==> config.mk <==
export PLATFORM = sky130hd
export DESIGN_NAME = mux_stream_arb_flat
export DESIGN_NICKNAME = d
export VERILOG_FILES = /design/src/rtl/mux_stream_arb_pkg.sv /design/src/rtl/mux_stream_arb_if.sv /design/src/rtl/mux_stream_arb_rr.sv /design/src/rtl/mux_stream_arb.sv /design/src/flat_wrapper.sv
export SDC_FILE = /design/constraint.sdc
export NUM_CORES = 1
export LEC_CHECK = 0
export BUFFER_PORTS_ARGS = -buffer_cell sky130_fd_sc_hd__buf_2
export CORE_UTILIZATION = 53
export DETAILED_ROUTE_END_ITERATION = 16
export GPL_TIMING_DRIVEN = 0
export HOLD_SLACK_MARGIN = 0.12
export PLACE_DENSITY = 0.95
export SYNTH_ARGS = -nofsm -noshare
export SYNTH_HDL_FRONTEND = slang
export SYNTH_SLANG_ARGS = --single-unit
==> constraint.sdc <==
create_clock -name clk -period 7.81 [get_ports clk]
set_input_delay 1.1715 -clock clk [delete_from_list [all_inputs] [get_ports clk]]
set_output_delay 1.1715 -clock clk [all_outputs]
set_load 0.02 [all_outputs]
==> src/rtl/mux_stream_arb_pkg.sv <==
// rtl/mux_stream_arb_pkg.sv - shared mode encodings and pointer wrap helper
package mux_stream_pkg;

    localparam logic MODE_SEL = 1'b0;
    localparam logic MODE_RR  = 1'b1;

    // Wrap is explicit at n-1 so non-power-of-two channel counts stay correct.
    function automatic int next_ptr(input int idx, input int n);
        return (idx == n - 1) ? 0 : idx + 1;
    endfunction

endpackage

==> src/rtl/mux_stream_arb_if.sv <==
// rtl/mux_stream_arb_if.sv - producer/consumer handshake bundle for mux_stream_arb
interface mux_stream_arb_if #(
    parameter int N    = 8,
    parameter int W    = 8,
    parameter int SELW = $clog2(N)
) ();
    logic              mode;
    logic [SELW-1:0]   sel;
    logic [N-1:0]      in_valid;
    logic [N*W-1:0]    in_data;
    logic [N-1:0]      in_ready;
    logic              out_valid;
    logic [W-1:0]      out_data;
    logic [SELW-1:0]   out_ch;
    logic              out_ready;

    modport slave (
        input  mode, sel, in_valid, in_data, out_ready,
        output in_ready, out_valid, out_data, out_ch
    );

    modport master (
        output mode, sel, in_valid, in_data, out_ready,
        input  in_ready, out_valid, out_data, out_ch
    );
endinterface

==> src/rtl/mux_stream_arb_rr.sv <==
// rtl/mux_stream_arb_rr.sv - round-robin arbiter with wrap-around priority pointer
module rr_arbiter
    import mux_stream_pkg::*;
#(
    parameter  int N    = 8,
    localparam int SELW = $clog2(N)
) (
    input  logic            clk,
    input  logic            rst_n,
    input  logic [N-1:0]    req_i,
    input  logic            upd_en_i,
    output logic [SELW-1:0] grant_o,
    output logic            grant_valid_o
);
    logic [SELW-1:0] ptr_q, ptr_d;
    logic [SELW-1:0] idx;
    int              sum;

    // Search ptr, ptr+1, ..., N-1, 0, ..., ptr-1 and take the first requester.
    always_comb begin
        grant_o       = '0;
        grant_valid_o = 1'b0;
        idx           = '0;
        sum           = 0;
        for (int k = 0; k < N; k++) begin
            sum = int'(ptr_q) + k;
            idx = SELW'((sum >= N) ? sum - N : sum);
            if (!grant_valid_o && req_i[idx]) begin
                grant_valid_o = 1'b1;
                grant_o       = idx;
            end
        end
    end

    always_comb begin
        ptr_d = ptr_q;
        if (upd_en_i) begin
            ptr_d = SELW'(next_ptr(int'(grant_o), N));
        end
    end

    always_ff @(posedge clk or negedge rst_n) begin
        if (!rst_n) begin
            ptr_q <= '0;
        end else begin
            ptr_q <= ptr_d;
        end
    end
endmodule

==> src/rtl/mux_stream_arb.sv <==
// rtl/mux_stream_arb.sv - N:1 stream mux/arbiter with a single registered output stage
module mux_stream_arb
    import mux_stream_pkg::*;
#(
    parameter  int N    = 8,
    parameter  int W    = 8,
    localparam int SELW = $clog2(N)
) (
    input  logic            clk,
    input  logic            rst_n,
    mux_stream_arb_if.slave bus
);
    logic [SELW-1:0] arb_grant;
    logic            arb_valid;
    logic            sel_hit;
    logic [SELW-1:0] grant;
    logic            granted;
    logic            slot_free;
    logic            xfer;
    logic [W-1:0]    grant_data;

    logic            out_valid_q, out_valid_d;
    logic [W-1:0]    out_data_q,  out_data_d;
    logic [SELW-1:0] out_ch_q,    out_ch_d;

    rr_arbiter #(.N(N)) u_rr (
        .clk           (clk),
        .rst_n         (rst_n),
        .req_i         (bus.in_valid),
        .upd_en_i      (xfer && (bus.mode == MODE_RR)),
        .grant_o       (arb_grant),
        .grant_valid_o (arb_valid)
    );

    // Compare against each legal index so a sel >= N can never index past the bus.
    always_comb begin
        sel_hit    = 1'b0;
        grant_data = '0;
        for (int i = 0; i < N; i++) begin
            if (bus.sel == SELW'(i)) begin
                sel_hit = bus.in_valid[i];
            end
            if (grant == SELW'(i)) begin
                grant_data = bus.in_data[i*W +: W];
            end
        end
    end

    assign grant     = (bus.mode == MODE_RR) ? arb_grant : bus.sel;
    assign granted   = (bus.mode == MODE_RR) ? arb_valid : sel_hit;
    assign slot_free = !out_valid_q || bus.out_ready;
    assign xfer      = rst_n && slot_free && granted;

    assign bus.in_ready = xfer ? (N'(1) << grant) : '0;

    always_comb begin
        out_valid_d = out_valid_q;
        out_data_d  = out_data_q;
        out_ch_d    = out_ch_q;
        if (xfer) begin
            out_valid_d = 1'b1;
            out_data_d  = grant_data;
            out_ch_d    = grant;
        end else if (bus.out_ready) begin
            out_valid_d = 1'b0;
        end
    end

    always_ff @(posedge clk or negedge rst_n) begin
        if (!rst_n) begin
            out_valid_q <= 1'b0;
            out_data_q  <= '0;
            out_ch_q    <= '0;
        end else begin
            out_valid_q <= out_valid_d;
            out_data_q  <= out_data_d;
            out_ch_q    <= out_ch_d;
        end
    end

    assign bus.out_valid = out_valid_q;
    assign bus.out_data  = out_data_q;
    assign bus.out_ch    = out_ch_q;
endmodule

==> src/flat_wrapper.sv <==
// flat-port wrapper written by rule: the top's interface ports become plain ports
module mux_stream_arb_flat import mux_stream_pkg::*;
#(
    parameter  int N    = 8,
    parameter  int W    = 8,
    localparam int SELW = $clog2(N)
)
  (clk, rst_n, bus_mode, bus_sel, bus_in_valid, bus_in_data, bus_out_ready, bus_in_ready, bus_out_valid, bus_out_data, bus_out_ch);
  mux_stream_arb_if #(.N(N), .W(W)) bus_i ();
  input  logic clk;
  input  logic rst_n;
  input wire logic [$bits(bus_i.mode)-1:0] bus_mode;
  input wire logic [$bits(bus_i.sel)-1:0] bus_sel;
  input wire logic [$bits(bus_i.in_valid)-1:0] bus_in_valid;
  input wire logic [$bits(bus_i.in_data)-1:0] bus_in_data;
  input wire logic [$bits(bus_i.out_ready)-1:0] bus_out_ready;
  output wire logic [$bits(bus_i.in_ready)-1:0] bus_in_ready;
  output wire logic [$bits(bus_i.out_valid)-1:0] bus_out_valid;
  output wire logic [$bits(bus_i.out_data)-1:0] bus_out_data;
  output wire logic [$bits(bus_i.out_ch)-1:0] bus_out_ch;
  assign bus_i.mode = bus_mode;
  assign bus_i.sel = bus_sel;
  assign bus_i.in_valid = bus_in_valid;
  assign bus_i.in_data = bus_in_data;
  assign bus_i.out_ready = bus_out_ready;
  assign bus_in_ready = bus_i.in_ready;
  assign bus_out_valid = bus_i.out_valid;
  assign bus_out_data = bus_i.out_data;
  assign bus_out_ch = bus_i.out_ch;
  mux_stream_arb #(.N(N), .W(W)) u_core (.clk(clk), .rst_n(rst_n), .bus(bus_i));
endmodule
==> impl_metrics.toml <==
[floorplanning]
dieArea_um2 = 4810
placementRows = 24
initial_core_util = 0.552
core-area_um2 = 4350
die_y_um = 69.4
die_x_um = 69.4
pin_count = 99

[synth]
ys_ff_latch = 15
async_flop_share = 1.00
synth_area_um2 = 2400
syn_area_per_cell_um2 = 9.25
synth_nets = 343
synth-edff-count = 0
seq_area_frac_synth = 0.156
yosysWarnings = 0
synth-main-ff-cell = "dfrtp_1"
synth.distinct_cells = 60
postSynthCellCount = 260

[timing]
tns_ns = 0
rsz0062_at_grt = "false"
fmaxAchievable_mhz = 179
setup_viol = 0
drv_slew = 0
worst_slew_pin_slew_ns = 0.534
period_minus_slack_ns = 5.58
finClkSkew_ns = 0.00464
whs_ns = 0.483
worst_slack_ns = 2.23
period_share = 0.715
finalHoldViolCount = 0
max-slew-margin-rel = 0.634

[layout]
layout-drive-gt1-share = 0.438
fin_util = 0.689
diodes = 0
mostFrequentLayoutCell = "buf_2"
final_nets = 445
multi_input_area_um2 = 1840
area_growth_pct = 24.8
seq_area_um2 = 375
fillers = 341
layout_common_cells = "104 x buf_2, 29 x mux2i_1, 19 x nor2_1, 18 x mux4_2, 16 x nand2_1"

[worst_setup_path]
crit_type = "reg -> out"
cp_num_buf_inv = 6
worstPathArrival_ns = 4.41
critPathTopFamily = "buffers and inverters"
crit_required_ns = 6.64
crit_slowest_cell = "mux4_2"
cp_cell_sequence = "buf_2 -> buf_6 -> clkinv_1 -> ha_1 -> buf_6 -> mux4_2 -> mux2i_1 -> nand4_1 -> nor3b_1 -> a31o_2 -> a21oi_2 -> buf_2 -> or2_1 -> nor3_1 -> buf_2"
worst_setup_path_end_kind = "primary output"
start_kind = "flop"
critPathMaxFanout = 10
slowest_delay_ns = 0.57
crit_top_cell = "buf_2"

[cts]
cts_hold_buf = 0
ctsLongestPathBuffers = 2
clk_pin_slew_worst_paths_ns = 0.06
post_cts_buffers = 0
root_buffer = "clkbuf_8"
cts_tree = "done"
ctsResizeCount = 0
insertion_delay_ns = 0.25
htree_levels = 1
clock-sinks = 15
cts_inserted_buffers = 3

[power]
p_leak_nw = 1.37
power_density_nw_per_um2 = 485
ir_drop_v = 0.000312

[global_routing]
grt_pass1_vias = 2550
antenna_found_initial = 0
overflow = 0
grt_max_degree = 17
grt_use_total = 0.316
grt_first_pass_wirelength_mm = 12.2

[routing]
viasPerCell = 6.49
via_count = 2681
first_pass_iters = 5
drc = 0
final_antenna_net_count = 0
wl_per_cell_um = 18.5
wirelength_mm = 7.62
drtIter0Drc = 247

[placement]
place_ws_ns = 2.57
gp_congestion = 0.950
io_buffer_count = 97
hpwl_mm = 6.03

[worst_hold_path]
hold_class = "reg -> reg"

[status]
status = "finished clean"

[flow_run]
max-cap-violations = 0
layout make-up:
cell class,instances,share of cell area
inverters,12,0.0167
clock buffers,4,0.0150
repair buffers,97,0.162
flip-flops and latches,15,0.125
well taps,52,0.0217
plain buffers,20,0.0455
multi-input cells,213,0.614
logic make-up (layout without fill, tap and decap cells):
kind of cell	count (synthesis)	after routing	synth area share
adders and majority gates	4	4	0.0208
and+or+nand+nor	65	65	0.140
AOI/OAI and AO/OA	82	82	0.250
DFF	15	15	0.156
buffers and inverters	32	133	0.0775
muxes	58	58	0.341
xor gates and xnor gates	4	4	0.0146
synth_stat cells, types with 2 or more instances:
| master | n | area (um2) |
|---|---|---|
| mux2i_1 | 29 | 290 |
| nor2_1 | 19 | 71.3 |
| mux4_2 | 18 | 405 |
| nand2_1 | 16 | 60.1 |
| dfrtp_1 | 15 | 375 |
| a31oi_1 | 13 | 81.3 |
| mux2_2 | 11 | 124 |
| inv_1 | 10 | 37.5 |
| a32oi_1 | 9 | 78.8 |
| nand2b_1 | 9 | 56.3 |
| o21ai_1 | 9 | 45.0 |
| a21oi_1 | 8 | 40.0 |
| o31ai_1 | 8 | 60.1 |
| buf_2 | 7 | 35.0 |
| buf_6 | 6 | 67.6 |
| o21ai_0 | 6 | 30.0 |
| nor3_1 | 5 | 25.0 |
| a221o_1 | 4 | 40.0 |
| clkbuf_1 | 4 | 15.0 |
| ha_1 | 4 | 50.1 |
| xor2_1 | 3 | 26.3 |
| a21boi_0 | 2 | 15.0 |
| a221o_2 | 2 | 22.5 |
| a22oi_1 | 2 | 15.0 |
| a31o_2 | 2 | 17.5 |
| and3_1 | 2 | 12.5 |
| buf_4 | 2 | 15.0 |
| nor3b_1 | 2 | 15.0 |
| o211ai_1 | 2 | 15.0 |
registers in the layout (all words and copies together) (netlist names):
| register | cells |
|---|---|
| u_core.u_rr.ptr_q | 3 |
| u_core.bus.out_data | 8 |
| u_core.bus.out_valid | 1 |
| u_core.bus.out_ch | 3 |
path summary, 6_finish.rpt:
path	from	end	slack (ns)	cells past startpoint
worst max register to register	u_core.u_rr.ptr_q[0]$_DFFE_PN0P_	u_core.u_rr.ptr_q[2]$_DFFE_PN0P_	3.47	13
worst min-delay path	u_core.bus.out_ch[1]$_DFFE_PN0P_	u_core.bus.out_ch[1]$_DFFE_PN0P_	0.48	2
max in group asynchronous	rst_n	u_core.u_rr.ptr_q[1]$_DFFE_PN0P_	6.70	1
worst min register to register	u_core.bus.out_ch[1]$_DFFE_PN0P_	u_core.bus.out_ch[1]$_DFFE_PN0P_	0.48	2
min in group asynchronous	rst_n	u_core.bus.out_data[2]$_DFFE_PN0P_	0.83	1
worst max-delay path	u_core.u_rr.ptr_q[0]$_DFFE_PN0P_	bus_in_ready[2]	2.23	15
where the power goes:
group          switching (W)  internal [W]  total (W)
clock network      0.0000276     0.0000362  0.0000637
logic               0.000723      0.000536    0.00126
registers          0.0000169      0.000115   0.000132
tightest hold or removal path, stage by stage, from the launching register on:
cell and delay [ns]:
dfrtp_1 0.34, nand2_1 0.05, o21ai_0 0.06
per-stage QoR:
| step | cell area [um2] | power, W | cells |
|---|---|---|---|
| floorplan | 2400 | 0.00109 | 260 |
| global placement | 2960 | 0.00130 | 409 |
| detailed placement | 2960 | 0.00137 | 409 |
| CTS | 3000 | 0.00143 | 413 |
| global route | 3000 | 0.00156 | 413 |
| finish | 3000 | 0.00145 | 413 |
metal layers:
layer	routed length, um	track usage	share of wire
met1	2890	0.413	0.38
met2	3900	0.539	0.51
met3	674	0.0480	0.088
met4	162	0.0952	0.021
met5	0	0	0
Note: power is estimated with default switching activity, not from simulation.
